File: src/rtl/ps2_keypad_rx_if.sv
// Output bundle of the PS/2 keypad receiver: held-key vector plus the raw
// byte/error strobes used for the debug display.
interface ps2_keypad_rx_if;
    logic [3:0] keyboard;
    logic [7:0] code;
    logic       code_valid;
    logic       frame_err;

    modport master (output keyboard, output code, output code_valid, output frame_err);
    modport slave  (input  keyboard, input  code, input  code_valid, input  frame_err);
endinterface

File: src/rtl/ps2_keypad_rx.sv
// PS/2 device-to-host frame receiver with make/break/E0 decoding into a
// level-held 4-bit game key vector (left, right, rotate, down).
module ps2_keypad_rx #(
    parameter int FILTER_LEN     = 8,
    parameter int TIMEOUT_CYCLES = 200000
) (
    input  logic            FPGA_GlobalClock,
    input  logic            rst_n,
    input  logic            ps2_clk,
    input  logic            ps2_data,
    ps2_keypad_rx_if.master keypad
);
    localparam int FW = $clog2(FILTER_LEN + 1);
    localparam int TW = $clog2(TIMEOUT_CYCLES + 1);

    typedef enum logic {IDLE, RX} state_t;

    state_t        state, state_next;
    logic [1:0]    clk_sync, data_sync;
    logic          filt_clk, fall;
    logic [FW-1:0] filt_cnt;
    logic [3:0]    bitcnt;
    logic [8:0]    shift;
    logic [TW-1:0] timer;
    logic          good, bad, timeout;
    logic          key_hit;
    logic [1:0]    key_idx;
    logic          ext, brk;
    logic [3:0]    keyboard;
    logic [7:0]    code;
    logic          code_valid, frame_err;

    wire clk_s  = clk_sync[1];
    wire data_s = data_sync[1];

    // NOTE: reset is synchronous, so it is simply the first branch inside the
    // clocked process; all state uses <= so every register sees pre-edge values.
    always_ff @(posedge FPGA_GlobalClock) begin
        if (!rst_n) begin
            clk_sync  <= 2'b11;
            data_sync <= 2'b11;
        end else begin
            clk_sync  <= {clk_sync[0], ps2_clk};
            data_sync <= {data_sync[0], ps2_data};
        end
    end

    // Level only moves after FILTER_LEN consecutive samples disagree with it.
    always_ff @(posedge FPGA_GlobalClock) begin
        if (!rst_n) begin
            filt_clk <= 1'b1;
            filt_cnt <= '0;
            fall     <= 1'b0;
        end else begin
            fall <= 1'b0;
            if (clk_s == filt_clk) begin
                filt_cnt <= '0;
            end else if (filt_cnt == FW'(FILTER_LEN - 1)) begin
                filt_clk <= clk_s;
                filt_cnt <= '0;
                fall     <= ~clk_s;
            end else begin
                filt_cnt <= filt_cnt + 1'b1;
            end
        end
    end

    always_ff @(posedge FPGA_GlobalClock) begin
        if (!rst_n) state <= IDLE;
        else        state <= state_next;
    end

    // NOTE: every always_comb output is given a default first, so no path
    // leaves a value unassigned and no latch is inferred.
    always_comb begin
        state_next = state;
        good       = 1'b0;
        bad        = 1'b0;
        timeout    = 1'b0;
        case (state)
            IDLE: if (fall && !data_s) state_next = RX;
            RX: begin
                if (fall) begin
                    if (bitcnt == 4'd9) begin
                        state_next = IDLE;
                        // shift holds data + parity; odd total and stop=1 is a good frame
                        if (data_s && (^shift)) good = 1'b1;
                        else                    bad  = 1'b1;
                    end
                end else if (timer == TW'(TIMEOUT_CYCLES - 1)) begin
                    state_next = IDLE;
                    timeout    = 1'b1;
                end
            end
            default: state_next = IDLE;
        endcase
    end

    always_ff @(posedge FPGA_GlobalClock) begin
        if (!rst_n) begin
            bitcnt <= '0;
            shift  <= '0;
            timer  <= '0;
        end else if (state == IDLE) begin
            bitcnt <= '0;
            timer  <= '0;
        end else if (fall) begin
            timer <= '0;
            if (bitcnt != 4'd9) begin
                shift  <= {data_s, shift[8:1]};
                bitcnt <= bitcnt + 1'b1;
            end
        end else begin
            timer <= timer + 1'b1;
        end
    end

    always_comb begin
        key_hit = 1'b0;
        key_idx = 2'd0;
        if (ext) begin
            case (shift[7:0])
                8'h6B: begin key_hit = 1'b1; key_idx = 2'd0; end
                8'h74: begin key_hit = 1'b1; key_idx = 2'd1; end
                8'h75: begin key_hit = 1'b1; key_idx = 2'd2; end
                8'h72: begin key_hit = 1'b1; key_idx = 2'd3; end
                default: ;
            endcase
        end else begin
            case (shift[7:0])
                8'h1C: begin key_hit = 1'b1; key_idx = 2'd0; end
                8'h23: begin key_hit = 1'b1; key_idx = 2'd1; end
                8'h1D: begin key_hit = 1'b1; key_idx = 2'd2; end
                8'h1B: begin key_hit = 1'b1; key_idx = 2'd3; end
                default: ;
            endcase
        end
    end

    always_ff @(posedge FPGA_GlobalClock) begin
        if (!rst_n) begin
            keyboard   <= '0;
            code       <= '0;
            code_valid <= 1'b0;
            frame_err  <= 1'b0;
            ext        <= 1'b0;
            brk        <= 1'b0;
        end else begin
            code_valid <= good;
            frame_err  <= bad | timeout;
            if (good) begin
                code <= shift[7:0];
                case (shift[7:0])
                    8'hE0: ext <= 1'b1;
                    8'hF0: brk <= 1'b1;
                    default: begin
                        if (key_hit) keyboard[key_idx] <= ~brk;
                        ext <= 1'b0;
                        brk <= 1'b0;
                    end
                endcase
            end
        end
    end

    assign keypad.keyboard   = keyboard;
    assign keypad.code       = code;
    assign keypad.code_valid = code_valid;
    assign keypad.frame_err  = frame_err;
endmodule

File: src/flat_wrapper.sv
// flat-port wrapper written by rule: the top's interface ports become plain ports
module ps2_keypad_rx_flat 
#(
    parameter int FILTER_LEN     = 8,
    parameter int TIMEOUT_CYCLES = 200000
)
  (FPGA_GlobalClock, rst_n, ps2_clk, ps2_data, keypad_keyboard, keypad_code, keypad_code_valid, keypad_frame_err);
  ps2_keypad_rx_if keypad_i ();
  input  logic FPGA_GlobalClock;
  input  logic rst_n;
  input  logic ps2_clk;
  input  logic ps2_data;
  output wire logic [$bits(keypad_i.keyboard)-1:0] keypad_keyboard;
  output wire logic [$bits(keypad_i.code)-1:0] keypad_code;
  output wire logic [$bits(keypad_i.code_valid)-1:0] keypad_code_valid;
  output wire logic [$bits(keypad_i.frame_err)-1:0] keypad_frame_err;
  assign keypad_keyboard = keypad_i.keyboard;
  assign keypad_code = keypad_i.code;
  assign keypad_code_valid = keypad_i.code_valid;
  assign keypad_frame_err = keypad_i.frame_err;
  ps2_keypad_rx #(.FILTER_LEN(FILTER_LEN), .TIMEOUT_CYCLES(TIMEOUT_CYCLES)) u_core (.FPGA_GlobalClock(FPGA_GlobalClock), .rst_n(rst_n), .ps2_clk(ps2_clk), .ps2_data(ps2_data), .keypad(keypad_i));
endmodule
File: config.mk
export PLATFORM = sky130hd
export DESIGN_NAME = ps2_keypad_rx_flat
export DESIGN_NICKNAME = d
export VERILOG_FILES = /design/src/rtl/ps2_keypad_rx_if.sv /design/src/rtl/ps2_keypad_rx.sv /design/src/flat_wrapper.sv
export SDC_FILE = /design/constraint.sdc
export NUM_CORES = 1
export LEC_CHECK = 0
export BUFFER_PORTS_ARGS = -buffer_cell sky130_fd_sc_hd__buf_2
export CAP_MARGIN = 20
export CORE_ASPECT_RATIO = 1.4
export CORE_UTILIZATION = 30
export DETAILED_ROUTE_END_ITERATION = 7
export GPL_TIMING_DRIVEN = 0
export RECOVER_POWER = 25
export SLEW_MARGIN = 20
export SYNTH_ARGS = -nofsm -noshare
export SYNTH_HDL_FRONTEND = slang
export SYNTH_SLANG_ARGS = --single-unit
export TNS_END_PERCENT = 1
File: constraint.sdc
create_clock -name FPGA_GlobalClock -period 3.9 [get_ports FPGA_GlobalClock]
set_input_delay 0.78 -clock FPGA_GlobalClock [delete_from_list [all_inputs] [get_ports FPGA_GlobalClock]]
set_output_delay 0.78 -clock FPGA_GlobalClock [all_outputs]
set_load 0.1 [all_outputs]
==> results.json, run 1 <==
{
  "hold_viol_final": 0,
  "gp_congestion": 0.774,
  "antenna_found_initial": 0,
  "first_pass_iters": 4,
  "finClkSkew_ns": 0.00540,
  "nFillCells": 896,
  "ctsHoldBuffers": 0,
  "critPathKind": "flop to flop",
  "layout-drive-gt1-share_pct": 10.6,
  "netlist.top_cell.by_area": "dfxtp_1",
  "powerDensity_nw_per_um2": 450,
  "maxSlewViolCount": 0,
  "wire_per_inst_um": 12.2,
  "drc_errors": 0,
  "port_buffers": 17,
  "synth-edff-count": 0,
  "wl_um": 5320,
  "yosysSeqAreaShare_pct": 43.4,
  "synth_area_sq_um": 2670,
  "htreeDepth": 3,
  "finalSetupViolCount": 0,
  "timing.rr.end": "u_core.keypad.keyboard[0]",
  "async_flop_share_pct": 0,
  "min_period_over_period_pct": 68.3,
  "die-area_sq_um": 9300,
  "rsz0062_at_grt": "no",
  "place_hpwl_um": 3960,
  "arrival_ns": 2.92,
  "tns_ns": 0,
  "layout.nets": 349,
  "max_slew_margin_pct": 54.7,
  "fmax_mhz": 376,
  "post_cts.repair.setup_buffers": 0,
  "grt_max_degree": 11,
  "dieHeight_um": 114,
  "ff_latch_area_sq_um": 1160,
  "vias": 2076,
  "synth_top_cell_area_share_pct": 43.4,
  "ir_worst_vdd_uv": 223,
  "cts_tree": "done",
  "cts_root_buffer": "clkbuf_16",
  "outcome": "complete, no violations",
  "tightest_slew_ns": 0.675,
  "ys.flop_type": "dfxtp_1",
  "antenna_left": 0,
  "required_ns": 4.15,
  "crit_start": "u_core.shift[2]",
  "ys_seq_elements": 58,
  "area_growth_pct": 19.9,
  "fin_crit_ns": 2.66,
  "place_area_sq_um": 2890,
  "leakage_nw": 1.20,
  "endpoint": "u_core.keypad.keyboard[0]",
  "grt_util_all_layers_pct": 12.5,
  "cp_max_fo": 6,
  "path_clk_slew_ns": 0.05,
  "postSynthAreaPerCell_sq_um": 8.94,
  "yosysWarnings": 0,
  "num_antenna_cells": 0,
  "ctsResizeCount": 0,
  "reg2reg_depth": 8,
  "grt_pass1_wl_um": 8870,
  "critPathLaunchType": "flop",
  "vias_per_cell": 4.76,
  "die_w_um": 81.8,
  "final_cell_area_sq_um": 3210,
  "synthTopCellsByCount": "dfxtp_1 (58), nand2_1 (45), nor2_1 (29)",
  "gr-total-overflow": 0,
  "cts_sinks": 58,
  "r2r_setup_slack_ns": 1.24,
  "multi_input_area_sq_um": 1430,
  "cts_max_path_buffers": 2,
  "numCtsBuffers": 9,
  "r2r-start": "u_core.shift[2]",
  "io_pins": 18,
  "grt_pass1_vias": 2015,
  "worstHoldPathType": "flop to flop",
  "synth.most_common_cell": "dfxtp_1",
  "core_sq_um": 8610,
  "synthesis.nets": 321,
  "start_util_pct": 31.0,
  "syn_inst": 299,
  "end_kind": "flop",
  "ys_types": 37,
  "maxCapViolCount": 0,
  "drt_iter0_markers": 83,
  "clk_latency_ns": 0.33,
  "yosys-top-cells-area": "dfxtp_1 (43%), ha_1 (8.4%), nand2_1 (6.3%)",
  "row_count": 40
}
==> cell type report <==
| class | instances | share of cell area [%] |
|---|---|---|
| plain buffers | 10 | 1.25 |
| clock buffers | 10 | 7.46 |
| clock inverters | 5 | 2.46 |
| inverters | 11 | 1.29 |
| multi-input cells | 220 | 44.6 |
| flip-flops and latches | 58 | 36.2 |
| well taps | 105 | 4.10 |
| repair buffers | 17 | 2.62 |
==> per-stage QoR <==
step / power, mW / setup slack (ns) / hold slack, ns / instances / util (%)
after floorplan: 0.617 / 1.57 / 0.386 / 299 / -
after global placement: 0.623 / 1.23 / 0.389 / 421 / 33.6
after detailed placement: 0.623 / 1.23 / 0.393 / 421 / 33.6
after CTS: 1.46 / 1.20 / 0.404 / 436 / 37.3
after global routing: 1.49 / 1.08 / 0.416 / 436 / 37.2
final: 1.44 / 1.24 / 0.402 / 436 / 37.2
==> layout by cell type (no fill, tap or decap), drive strengths merged, types with 2 or more instances in the layout <==
cell type | netlist | layout
mux2i | 7 | 7
nand3 | 18 | 18
nand3b | 4 | 4
xnor2 | 8 | 8
a21boi | 17 | 17
a21oi | 2 | 2
bufinv | 0 | 2
nor4 | 5 | 5
clkinv | 0 | 3
and3b | 2 | 2
a22o | 2 | 2
nand4 | 7 | 7
a22oi | 3 | 3
nor3 | 4 | 4
xor2 | 15 | 15
inv | 11 | 11
nand2 | 45 | 45
clkbuf | 7 | 18
ha | 18 | 18
buf | 3 | 19
or3 | 2 | 2
o21ai | 4 | 4
nor2 | 29 | 29
and2 | 3 | 3
dfxtp | 58 | 58
nand2b | 5 | 5
nor2b | 4 | 4
and3 | 6 | 6
==> report_power, final <==
group / internal, mW / switching (mW)
Sequential: 0.596 / 0.00109
Combinational: 0.00580 / 0.00792
Clock: 0.570 / 0.262
==> per-layer routing <==
layer  track usage [%]  part of all wire, %  wire length [um]
met1              13.1                   44              2330
met2              21.7                   51              2730
met3              4.16                  2.6               136
met4              6.43                  2.5               132
met5                 0                    0                 0
==> flip-flops by register name, summed over array words and instances, names as in the netlist <==
| register | flops |
|---|---|
| u_core.timer | 18 |
| u_core.filt_cnt | 4 |
| u_core.data_sync | 2 |
| u_core.state | 1 |
| u_core.shift | 9 |
| u_core.keypad.frame_err | 1 |
| u_core.ext | 1 |
| u_core.keypad.keyboard | 4 |
| u_core.brk | 1 |
| u_core.filt_clk | 1 |
| u_core.clk_sync | 2 |
| u_core.keypad.code_valid | 1 |
| u_core.bitcnt | 4 |
| u_core.keypad.code | 8 |
| u_core.fall | 1 |
==> how the worst min path moves through the flow <==
stage | start | endpoint | slack, ns | depth (start not counted)
after detailed placement | u_core.clk_sync[0] | u_core.clk_sync[1] | 0.39 | 1
after global routing | u_core.clk_sync[0] | u_core.clk_sync[1] | 0.42 | 1
after floorplan | u_core.clk_sync[0] | u_core.clk_sync[1] | 0.39 | 1
after global placement | u_core.clk_sync[0] | u_core.clk_sync[1] | 0.39 | 1
after CTS | u_core.clk_sync[0] | u_core.clk_sync[1] | 0.40 | 1
final | u_core.clk_sync[0] | u_core.clk_sync[1] | 0.40 | 1
==> worst max-delay path: stages (launching register included) <==
cell and delay (ns):
dfxtp_1 0.47, inv_1 0.11, ha_1 0.32, xnor3_1 0.36, xnor2_1 0.16, or3_1 0.38, buf_2 0.15, nor4_1 0.41
mux2i_1 0.22
==> logic make-up after synthesis <==
kind of cell               synth area share, %
muxes                                     2.62
adders and majority gates                 8.43
DFF                                       43.4
buffers and inverters                     3.04
xor gates and xnor gates                  8.38
AOI/OAI and AO/OA                         9.08
and+or+nand+nor                           25.0
Power figures use the tool's default switching activity.
==> run 2: changes to the inputs <==
==> constraint.sdc (replaced) <==
create_clock -name FPGA_GlobalClock -period 2.4 [get_ports FPGA_GlobalClock]
set_input_delay 0.48 -clock FPGA_GlobalClock [delete_from_list [all_inputs] [get_ports FPGA_GlobalClock]]
set_output_delay 0.48 -clock FPGA_GlobalClock [all_outputs]
set_load 0.1 [all_outputs]
==> run 2 against run 1 <==
Against the previous run:
- utilization grew 1.0 points
- sequential power rose by 62%
- fmax grew 13%
- largest power group unchanged
- highest routed layer unchanged
==> results.json, run 2 (same netlist as run 1, synthesis figures left out) <==
{
  "gp_congestion": 0.774,
  "arrival_ns": 2.61,
  "power_mw": 2.34,
  "antenna_left": 0,
  "row_count": 40,
  "min_period_over_period_pct": 98.0,
  "start_util_pct": 31.0,
  "max_slew_margin_pct": 22.0,
  "end_kind": "flop",
  "multi_input_area_sq_um": 1490,
  "final_common_cell": "dfxtp_1",
  "maxCapViolCount": 0,
  "ff_latch_area_sq_um": 1170,
  "layout.nets": 350,
  "crit_start": "u_core.shift[0]",
  "finClkSkew_ns": 0.00454,
  "drc_errors": 0,
  "regMostFlops": "u_core.timer",
  "first_pass_iters": 5,
  "cts_max_path_buffers": 2,
  "layout-drive-gt1-share_pct": 12.7,
  "htreeDepth": 3,
  "path_clk_slew_ns": 0.05,
  "vias_per_cell": 4.83,
  "rsz0062_at_grt": "yes",
  "die-area_sq_um": 9300,
  "top_regs": "u_core.timer: 18 flops, u_core.shift: 9 flops, u_core.keypad.code: 8 flops",
  "nFillCells": 888,
  "fin_crit_ns": 2.35,
  "dieHeight_um": 114,
  "grt_pass1_vias": 2024,
  "cp_slowest_stage_delay_ns": 0.38,
  "port_buffers": 17,
  "powerDensity_nw_per_um2": 711,
  "io_pins": 18,
  "outcome": "complete, no violations",
  "cp_slowest_cell": "dfxtp_4",
  "gr-total-overflow": 0,
  "wl_um": 5390,
  "num_antenna_cells": 0,
  "ir_worst_vdd_uv": 369,
  "cp_max_fo": 5,
  "worstHoldPathType": "primary input to flop",
  "cp_cell_sequence": "inv_1, ha_1, xnor3_1, xnor2_1, or3_1, buf_6, nor4_4, mux2i_1",
  "antenna_found_initial": 0,
  "tns_ns": 0,
  "drt_iter0_markers": 77,
  "wire_per_inst_um": 12.3,
  "r2r-start": "u_core.shift[0]",
  "grt_pass1_wl_um": 8930,
  "finalSetupViolCount": 0,
  "grt_util_all_layers_pct": 12.6,
  "tightest_slew_ns": 1.18,
  "cts_root_buffer": "clkbuf_16",
  "maxSlewViolCount": 0,
  "critPathBufInv": 2,
  "fmax_mhz": 425,
  "fin_ws_ns": 0.0472,
  "clk_latency_ns": 0.33,
  "critPathKind": "flop to flop",
  "largest_register_ffs": 18,
  "cts_tree": "done",
  "area_growth_pct": 23.2,
  "crit_family": "simple AND/OR/NAND/NOR gates",
  "core_sq_um": 8610,
  "min-delay-start": "ps2_clk",
  "critPathLaunchType": "flop",
  "grt_max_degree": 11,
  "vias": 2109,
  "hold_viol_final": 0,
  "final_cell_mix": "dfxtp_1 (54), nand2_1 (45), nor2_1 (29), nand3_1 (18), ha_1 (18)",
  "place_hpwl_um": 3960,
  "pre_cts_ws_ns": -0.274,
  "die_w_um": 81.8,
  "cts_sinks": 58,
  "numCtsBuffers": 9,
  "required_ns": 2.65,
  "leakage_nw": 1.21
}
[run 2: changes by cell type in the layout (fill, tap and decap cells not counted), sizes merged]
| cell | delta |
|---|---|
| buf | -2 |
| clkbuf | +3 |
[run 2: cell type report]
type,count,share of cell area (%)
clock inverter,5,2.39
clock buffer,10,7.26
buffer,10,1.52
timing repair buffer,18,2.66
multi-input combinational,220,45.3
inverter,11,1.25
tap,105,3.99
sequential,58,35.7
[run 2: timing repair]
| item | 4_1_cts | 5_1_grt |
|---|---|---|
| hold buffers | 0 | 0 |
| setup endpoints to repair | 14 | 13 |
| buffers inserted | 0 | 1 |
| gates resized for setup | 13 | 10 |
| pin swaps | 1 | 2 |
| endpoints found under the hold margin | 0 | 0 |
[run 2: final timing paths]
path | to | slack (ns) | depth (start not counted)
worst max register to register | u_core.keypad.keyboard[1] | 0.05 | 8
worst max-delay path | u_core.keypad.keyboard[1] | 0.05 | 8
worst min-delay path | u_core.clk_sync[0] | 0.33 | 2
worst min register to register | u_core.clk_sync[1] | 0.40 | 1
[run 2: power breakdown]
| part | leakage [nW] | total [mW] | internal [mW] | switching (mW) |
|---|---|---|---|---|
| combinational | 0.578 | 0.0226 | 0.00968 | 0.0130 |
| sequential | 0.471 | 0.967 | 0.965 | 0.00176 |
| clock | 0.158 | 1.35 | 0.927 | 0.423 |
| total | 1.21 | 2.34 | 1.90 | 0.438 |
[run 2: per-stage QoR]
stage / cell area (sq um) / hold slack (ns) / util, % / cells
2_1_floorplan: 2670 / 0.386 / - / 299
3_3_place_gp: 2890 / 0.389 / 33.6 / 421
3_5_place_dp: 2890 / 0.393 / 33.6 / 421
4_1_cts: 3280 / 0.319 / 38.1 / 436
5_1_grt: 3290 / 0.334 / 38.2 / 437
6_report: 3290 / 0.333 / 38.2 / 437
[run 2: per-layer routing]
layer,track usage [%],vias up,part of all wire [%]
met1,13.2,980,42
met5,0,-,0
li1,-,1073,-
met2,21.9,41,52
met3,4.16,15,3.5
met4,6.43,0,2.4
